<file path="src/rtl/axis_dsm_decimator_if.sv">
// AXI-Stream style handshake bundle used for the decimator's bit input and sample output.
interface axis_dsm_decimator_if #(
  parameter int W = 1
) ();
  logic [W-1:0] tdata;
  logic         tvalid;
  logic         tready;

  modport master (output tdata, output tvalid, input tready);
  modport slave  (input tdata, input tvalid, output tready);
endinterface

</file>
<file path="src/rtl/axis_dsm_decimator.sv">
// CIC decimator turning a 1-bit delta-sigma stream into WIDTH-bit PCM samples.
// Optional macro AXIS_DSM_DECIMATOR_SIGNED_EN selects two's complement output.
module axis_dsm_decimator #(
  parameter int WIDTH      = 16,
  parameter int ORDER      = 2,
  parameter int DECIMATION = 16
) (
  input  logic                  aclk,
  input  logic                  arst_n,
  axis_dsm_decimator_if.slave   s_axis_data,
  axis_dsm_decimator_if.master  m_axis_data
);
  localparam int LOG2D = $clog2(DECIMATION);
  localparam int G     = ORDER * LOG2D + 1;
  localparam int SH    = WIDTH - ORDER * LOG2D;

  logic [LOG2D-1:0] phase_p0;
  logic [G-1:0]     integ_p0  [ORDER];
  logic [G-1:0]     integ_nxt [ORDER];
  logic [G-1:0]     dly_p1    [ORDER];
  logic [G-1:0]     comb      [ORDER+1];
  logic [WIDTH-1:0] data_p2;
  logic             vld_p2;
  logic             last_phase;
  logic             beat;
  logic             dec_beat;

  // Full-scale input gives exactly 2^WIDTH after the shift, hence the clamp.
  function automatic logic [WIDTH-1:0] sat_scale(input logic [G-1:0] y);
    logic [WIDTH:0] s;
    s = (WIDTH+1)'(y) << SH;
    return s[WIDTH] ? {WIDTH{1'b1}} : s[WIDTH-1:0];
  endfunction

  function automatic logic [WIDTH-1:0] fmt_out(input logic [WIDTH-1:0] v);
`ifdef AXIS_DSM_DECIMATOR_SIGNED_EN
    return {~v[WIDTH-1], v[WIDTH-2:0]};
`else
    return v;
`endif
  endfunction

  assign last_phase         = (phase_p0 == LOG2D'(DECIMATION - 1));
  assign s_axis_data.tready = arst_n && (!last_phase || !vld_p2 || m_axis_data.tready);
  assign beat               = s_axis_data.tvalid && s_axis_data.tready;
  assign dec_beat           = beat && last_phase;
  assign m_axis_data.tdata  = data_p2;
  assign m_axis_data.tvalid = vld_p2;

  // p0: integrators at the bit rate, each fed by the registered previous stage
  always_comb begin
    integ_nxt[0] = integ_p0[0] + G'(s_axis_data.tdata);
    for (int k = 1; k < ORDER; k++) begin
      integ_nxt[k] = integ_p0[k] + integ_p0[k-1];
    end
  end

  // p1: combs at the decimated rate, driven by the next-state last integrator
  always_comb begin
    comb[0] = integ_nxt[ORDER-1];
    for (int k = 0; k < ORDER; k++) begin
      comb[k+1] = comb[k] - dly_p1[k];
    end
  end

  always_ff @(posedge aclk) begin
    if (!arst_n) begin
      phase_p0 <= '0;
      for (int k = 0; k < ORDER; k++) begin
        integ_p0[k] <= '0;
        dly_p1[k]   <= '0;
      end
      data_p2 <= '0;
      vld_p2  <= 1'b0;
    end else begin
      if (beat) begin
        phase_p0 <= phase_p0 + 1'b1;
        for (int k = 0; k < ORDER; k++) begin
          integ_p0[k] <= integ_nxt[k];
        end
      end
      // p2: output register; a reload on the accept cycle keeps valid high
      if (dec_beat) begin
        for (int k = 0; k < ORDER; k++) begin
          dly_p1[k] <= comb[k];
        end
        data_p2 <= fmt_out(sat_scale(comb[ORDER]));
        vld_p2  <= 1'b1;
      end else if (m_axis_data.tready) begin
        vld_p2 <= 1'b0;
      end
    end
  end
endmodule

</file>
<file path="src/flat_wrapper.sv">
// flat-port wrapper written by rule: the top's interface ports become plain ports
module axis_dsm_decimator_flat 
#(
  parameter int WIDTH      = 16,
  parameter int ORDER      = 2,
  parameter int DECIMATION = 16
)
  (aclk, arst_n, s_axis_data_tdata, s_axis_data_tvalid, s_axis_data_tready, m_axis_data_tdata, m_axis_data_tvalid, m_axis_data_tready);
  axis_dsm_decimator_if #(.W(1)) s_axis_data_i ();
  axis_dsm_decimator_if #(.W(WIDTH)) m_axis_data_i ();
  input  logic aclk;
  input  logic arst_n;
  input wire logic [$bits(s_axis_data_i.tdata)-1:0] s_axis_data_tdata;
  input wire logic [$bits(s_axis_data_i.tvalid)-1:0] s_axis_data_tvalid;
  output wire logic [$bits(s_axis_data_i.tready)-1:0] s_axis_data_tready;
  output wire logic [$bits(m_axis_data_i.tdata)-1:0] m_axis_data_tdata;
  output wire logic [$bits(m_axis_data_i.tvalid)-1:0] m_axis_data_tvalid;
  input wire logic [$bits(m_axis_data_i.tready)-1:0] m_axis_data_tready;
  assign s_axis_data_i.tdata = s_axis_data_tdata;
  assign s_axis_data_i.tvalid = s_axis_data_tvalid;
  assign s_axis_data_tready = s_axis_data_i.tready;
  assign m_axis_data_tdata = m_axis_data_i.tdata;
  assign m_axis_data_tvalid = m_axis_data_i.tvalid;
  assign m_axis_data_i.tready = m_axis_data_tready;
  axis_dsm_decimator #(.WIDTH(WIDTH), .ORDER(ORDER), .DECIMATION(DECIMATION)) u_core (.aclk(aclk), .arst_n(arst_n), .s_axis_data(s_axis_data_i), .m_axis_data(m_axis_data_i));
endmodule
</file>
<file path="config.mk">
export PLATFORM = sky130hd
export DESIGN_NAME = axis_dsm_decimator_flat
export DESIGN_NICKNAME = d
export VERILOG_FILES = /design/src/rtl/axis_dsm_decimator_if.sv /design/src/rtl/axis_dsm_decimator.sv /design/src/flat_wrapper.sv
export SDC_FILE = /design/constraint.sdc
export NUM_CORES = 1
export LEC_CHECK = 0
export CORE_UTILIZATION = 32
export DETAILED_ROUTE_END_ITERATION = 10
export HOLD_SLACK_MARGIN = 0.05
export SYNTH_ARGS = -nofsm -noshare
export SYNTH_HDL_FRONTEND = slang
export SYNTH_SLANG_ARGS = --single-unit
export TNS_END_PERCENT = 20
</file>
<file path="constraint.sdc">
create_clock -name aclk -period 5.4 [get_ports aclk]
set_clock_uncertainty 0.15 [all_clocks]
set_input_delay 1.62 -clock aclk [delete_from_list [all_inputs] [get_ports aclk]]
set_output_delay 1.62 -clock aclk [all_outputs]
set_load 0.03 [all_outputs]
</file>
==> impl_results.md <==
- Initial antenna violation count: 0
- Final nets: 349
- Layout area overhead: 13.50%
- Worst path slowest cell: clkdlybuf4s50_1
- Synth warn: 0
- Leakage: 1.374 nW
- Critical path cell sequence: clkdlybuf4s50_1, nand2b_1, o21a_1, clkdlybuf4s50_1
- CP Max Fanout: 5
- Setup Total Neg Slack: 0 ns
- Place WS: 0.5268 ns
- Max_cap viols: 0
- I/O pin cnt: 23
- Count leader, synth: nor2_1
- Synthesized cell area: 2984 um2
- CP Launch Type: input port
- Htree depth: 2
- Die X: 98.57 um
- FFs w/ async S/R, synth: 0
- Non-filler cells, final: 423
- Crit path DAT: 3.10 ns
- Routed WL per cell: 11.90 um
- CTS Hold Bufs: 0
- Starting Density: 0.3356
- Die area: 9715 um2
- DP Area: 3294 um2
- Fillers: 864
- Clk pin slew, worst setup/hold paths: 0.10 ns
- Placed cell count: 415
- Num Clock Sinks: 50
- ANT cells: 0
- Setup bufs post-CTS: 0
- Syn Nets: 329
- Final WL: 5032 um
- DR pass1 iterations: 4
- Synth unique cells: 34
- #FFs+latches synth: 50
- Largest net degree at the start of global routing: 24
- Pwr Total: 1.157 mW
- Placer congestion estimate: 0.8094
- Setup violations, final: 0
- Critical Path RT: 3.63 ns
- First-pass GRT wire length: 8880 um
- Antenna-violating nets left: 0
- Final core occ: 0.3809
- Seq/Total Area, Yosys: 0.4562
- Synth area leaders: edfxtp_1, ha_1, dfxtp_1
- Worst setup margin: 0.5316 ns
- Vias in the first global route: 1,976
- Min-delay worst type: reg2reg
- Commonest register cell after synthesis: edfxtp_1
- Critical path class: in2out
- Post-CTS sizing: 0
- Synth top cells by count: nor2_1, edfxtp_1, ha_1, inv_1
- Rel. slew slack: 0.4903
- Unrepaired setup endpoints after global routing: false
- Synthesized area per cell: 10.15 um2
- Via count: 1,960
- Pwr Density: 341.7 nW/um2
- Layout cell share with drive strength beyond 1: 0.05079
- Hpwl dp: 3756 um
- Top cell by count, worst path: clkdlybuf4s50_1
- Yosys top cell area share: 0.3623
- Slowest stage delay, CP: 0.70 ns
- Minimum clock period: 4.868 ns
- Final standard cell area without fillers: 3387 um2
- Hold_ws: 0.3357 ns
- Core area: 8891 um2
- Status: completed
- Multi-input gate area: 1446 um2
- CP delay by family, top: buffers and inverters
- Endpoints failing hold: 0
- DRC: 0
- Worst slew pin tran: 0.7627 ns
- Syn Inst Count: 294
- Remaining Overflow, GRT: 0
- Sequential Area: 1361 um2
- Final count of pins violating max slew: 0
- Peak supply drop: 0.1706 mV
- TritonCTS clock tree: yes
- Iter 0 DRT Violations: 47
- Row count: 34
- Root Buffer: clkbuf_8
- Part of the cycle the worst path needs: 0.9016
- CTS buffer count: 5
- Clk Latency, worst-skew pair: 0.31 ns
- Bufs on Longest Clock Path: 2
- Post-synth EDFFs: 36
- Area leader, netlist: edfxtp_1
- Tot GR Track Use: 0.1154
- Setup crit end kind: primary output
- Worst path bufs/invs: 2
- Die Ht: 98.57 um
- Via/cell ratio: 4.634
- Max Freq: 0.2054 GHz
- Port-buffer cells: 22
-- sequential cells by signal, summed over array words and instances (netlist names) --
| name | flops |
|---|---|
| u_core.m_axis_data.tvalid | 1 |
| u_core.dly_p1 | 18 |
| u_core.phase_p0 | 4 |
| u_core.integ_p0 | 18 |
| u_core.m_axis_data.tdata | 9 |
-- tightest hold or removal path: cells and delay by family (launching register included) --
kind / cells / cell delay [ns]
flops: 1 / 0.34
simple gates: 2 / 0.12
-- path summary, 6_finish.rpt --
| kind | slack (ns) | end | cells past startpoint | startpoint |
|---|---|---|---|---|
| max | 0.53 | s_axis_data_tready | 4 | m_axis_data_tready |
| min | 0.34 | u_core.phase_p0[1] | 2 | u_core.phase_p0[1] |
| max reg2reg | 0.96 | u_core.m_axis_data.tdata[12] | 18 | u_core.integ_p0[0][0] |
| min reg2reg | 0.34 | u_core.phase_p0[1] | 2 | u_core.phase_p0[1] |
-- cell usage in the layout, fill, tap and decap left out, drive strengths merged --
master / instances
xor2: 12
and2: 11
clkbuf: 5
o211ai: 1
fa: 3
nand4: 3
nor2b: 5
a31oi: 9
a21o: 3
dfxtp: 14
a21boi: 5
nand2: 13
o21ai: 19
buf: 4
clkinvlp: 2
and3: 3
o41a: 1
nand2b: 4
edfxtp: 36
nor3: 3
a211oi: 2
ha: 27
xnor3: 1
o21bai: 1
xnor2: 18
or2: 1
clkdlybuf4s50: 22
nand3: 5
nor2: 39
inv: 28
a21oi: 11
o21a: 4
-- cells by family (layout without fill, tap and decap cells) --
kind of cell | Yosys count | in the layout | synth area share
simple gates | 87 | 87 | 0.1354
compound gates | 56 | 56 | 0.1136
flops | 50 | 50 | 0.4562
buf+inv | 40 | 61 | 0.05912
xor+xnor | 31 | 31 | 0.1023
fa+ha+maj | 30 | 30 | 0.1333
-- cell type report --
| type | count | area share |
|---|---|---|
| inverters | 27 | 0.02992 |
| well taps | 108 | 0.03990 |
| repair buffers | 26 | 0.07388 |
| flip-flops and latches | 50 | 0.4019 |
| clock buffers | 5 | 0.02032 |
| multi-input cells | 204 | 0.4270 |
| clock inverters | 3 | 0.007019 |
-- report_power, final --
part	internal (mW)	switching, mW	leakage, nW
Combinational	0.219	0.266	0.842
Clock	0.0930	0.138	0.0408
Sequential	0.431	0.0115	0.490
Total	0.742	0.415	1.37
-- routing by layer --
metal | up-vias | wire length [um] | share of wire | global-route usage
met5 | - | 0 | 0 | 0
met4 | 0 | 74 | 0.015 | 0.04133
met3 | 5 | 115 | 0.023 | 0.02340
met2 | 22 | 2372 | 0.47 | 0.1983
met1 | 891 | 2470 | 0.49 | 0.1441
li1 | 1042 | - | - | -
(Power assumes the default switching activity.)
==> edit, RTL diff (config.mk and constraints unchanged) <==
`DECIMATION` is set to 16 in 2 places; all go to 32.
--- a/src/rtl/axis_dsm_decimator.sv
+++ b/src/rtl/axis_dsm_decimator.sv
@@ -4,5 +4,5 @@
   parameter int WIDTH      = 16,
   parameter int ORDER      = 2,
-  parameter int DECIMATION = 16
+  parameter int DECIMATION = 32
 ) (
   input  logic                  aclk,
--- a/src/flat_wrapper.sv
+++ b/src/flat_wrapper.sv
@@ -4,5 +4,5 @@
   parameter int WIDTH      = 16,
   parameter int ORDER      = 2,
-  parameter int DECIMATION = 16
+  parameter int DECIMATION = 32
 )
   (aclk, arst_n, s_axis_data_tdata, s_axis_data_tvalid, s_axis_data_tready, m_axis_data_tdata, m_axis_data_tvalid, m_axis_data_tready);
Function: no difference found for any inputs over 10 cycles, from zero or initial values and one cycle with arst_n low; that may be too few to reach the edited logic, so the function may still have changed.
==> edit against the unedited design <==
  * The run now ends with DRC left
  * Synthesized area grew 30%
  * Wire length grew 33%
  * Via count grew 35%
  * Critical endpoint is now u_core.m_axis_data.tdata[13]
  * Setup slack lost 0.12 ns
  * Power grew 62%
  * Sequential cell count grew 11
  * Fmax shrank 2.5%
  * Critical path type is now flip-flop to flip-flop
  * Utilization grew 1.1 points
  * Design area grew 34%
==> edit: results (changes against the unedited design) <==
status complete, but fails checks; failing checks DRC; Post-Syn Nets 428 (+30%); Net Sw Frac 32.71% (-3.2 points); # port buffers 22 (unchanged); R2R Setup Slk 0.41 ns (-0.55 ns); Data arrival, critical path 5.09 ns (+1.99 ns); DP Wirelength 5022 um (+34%); first-pass GRT wire length 11670 um (+31%); ant diodes 0 (unchanged); post-synth cell types 47 (+38%); Clock Path Buffers 2 (unchanged); hold path startpoint u_core.phase_p0[4]; Reg2Reg Launch Point u_core.integ_p0[0][0]; H-tree depth 3 (+1); most common library cells after synthesis nor2_1, edfxtp_1, inv_1; Crit path largest cell delay 0.46 ns (-0.24 ns); routed via count 2652 (+35%); asr flop ratio synth 0% (unchanged); clock latency on the worst-skew pair 0.33 ns (+0.02 ns); Total Routing Usage GR 11.80% (+0.26 points); number of global-route vias before repair 2628 (+33%); Final Non-Filler Cells 555 (+31%); layout cells sized above 1 9.709% (+4.6 points); # DRC 4 (+4); largest net degree at the start of global routing 24 (unchanged); CTS root buffer clkbuf_16; top area cells in the synthesized netlist edfxtp_1, ha_1, dfxtp_1; Seq/Total Area, Yosys 42.91% (-2.7 points); ys flop type edfxtp_1; worst hold path type flip-flop to flip-flop; Crit-path slowest cell xor3_4; Inst Count DP 539 (+30%); 1st-iter DRT viols 113 (+140%); Reg clk slew, reported paths 0.06 ns (-0.04 ns); TritonRoute pass-1 iters 9 (+5); initial antenna violation count 0 (unchanged); GP Congestion 0.7829 (-3.3%); Slew HR 37.91% (-11 points); crit-path max FO 11 (+6); P_leak 1.849 nW (+35%); Setup-failing EPs final 0 (unchanged); final WL 6680 um (+33%); critical path class flip-flop to flip-flop; number of synthesized flops with an enable pin 44 (+22%); Avg Cell Area, Syn 10.03 um^2 (-1.2%); Final nets 449 (+29%); Post-Place Cell Area 4200 um^2 (+27%); VDD IR max 0.1736 mV (+1.8%); total CTS buffers 9 (+4); YS warnings 0 (unchanged)
## edit: cell count changes after synthesis, sizes merged, moves of 3 or more
cell / delta
inv: +8
a21oi: +10
nand2: +8
a21boi: -3
nor2: +11
ha: +7
mux2i: +3
o211ai: +3
edfxtp: +8
nand3: +6
dfxtp: +3
xnor2: +5
## edit: repair_timing
item                                   in CTS  in global routing
setup buffers                               0                  0
resized for setup                           0                  2
endpoints found under the hold margin       0                  0
setup endpoints to repair                   0                  8
## edit: final cells by class
class	instances	area, um^2
clock buffers	10	229.0
clock inverters	6	111.4
inverters	35	131.4
repair buffers	27	255.2
well taps	143	178.9
fillers	1145	7066
flip-flops and latches	61	1662
multi-input cells	273	1981
## edit: power groups by stage
stage / logic, mW / registers (mW) / clock network, mW
2_1_floorplan: 0.604 / 0.548 / 0
3_3_place_gp: 0.667 / 0.551 / 0
3_5_place_dp: 0.680 / 0.553 / 0
4_1_cts: 0.686 / 0.543 / 0.666
5_1_grt: 0.772 / 0.546 / 0.687
6_report: 0.683 / 0.543 / 0.653
## edit: per-stage QoR
stage / hold WS [ns] / setup slack (ns)
after floorplan: 0.2883 / 0.8098
after global placement: 0.2959 / 0.5402
after detailed placement: 0.3116 / 0.4108
after CTS: 0.3205 / 0.3847
after global routing: 0.3542 / 0.02741
final: 0.3171 / 0.4074
## edit: metal layers
metal	global-route usage [%]	part of all wire, %	wire, um
met1	14.03	48	3207
met2	19.71	46	3050
met3	4.300	4.5	299
met4	4.000	1.8	123
met5	0	0	0
## edit: worst max-delay path, delay by kind of cell (launching register included)
family	cells	cell delay [ns]
AO/OA/AOI/OAI	7	1.55
adder cells (fa/ha/maj)	4	1.24
XOR/XNOR	3	0.81
AND/OR/NAND/NOR	2	0.41
flip-flops	1	0.41
multiplexers	1	0.27
buffers and inverters	1	0.07
## edit: logic make-up after synthesis
family                     share of synthesized area, %
xor gates and xnor gates                          8.982
DFF                                               42.91
muxes                                             1.066
and+or+nand+nor                                   14.73
buffers and inverters                             6.139
AOI/OAI and AO/OA                                 13.63
adders and majority gates                         12.54
## edit: final timing paths
check | end | depth (start not counted)
worst max register to register | u_core.m_axis_data.tdata[13] | 18
worst min register to register | u_core.phase_p0[4] | 2
worst max-delay path | u_core.m_axis_data.tdata[13] | 18
worst min-delay path | u_core.phase_p0[4] | 2
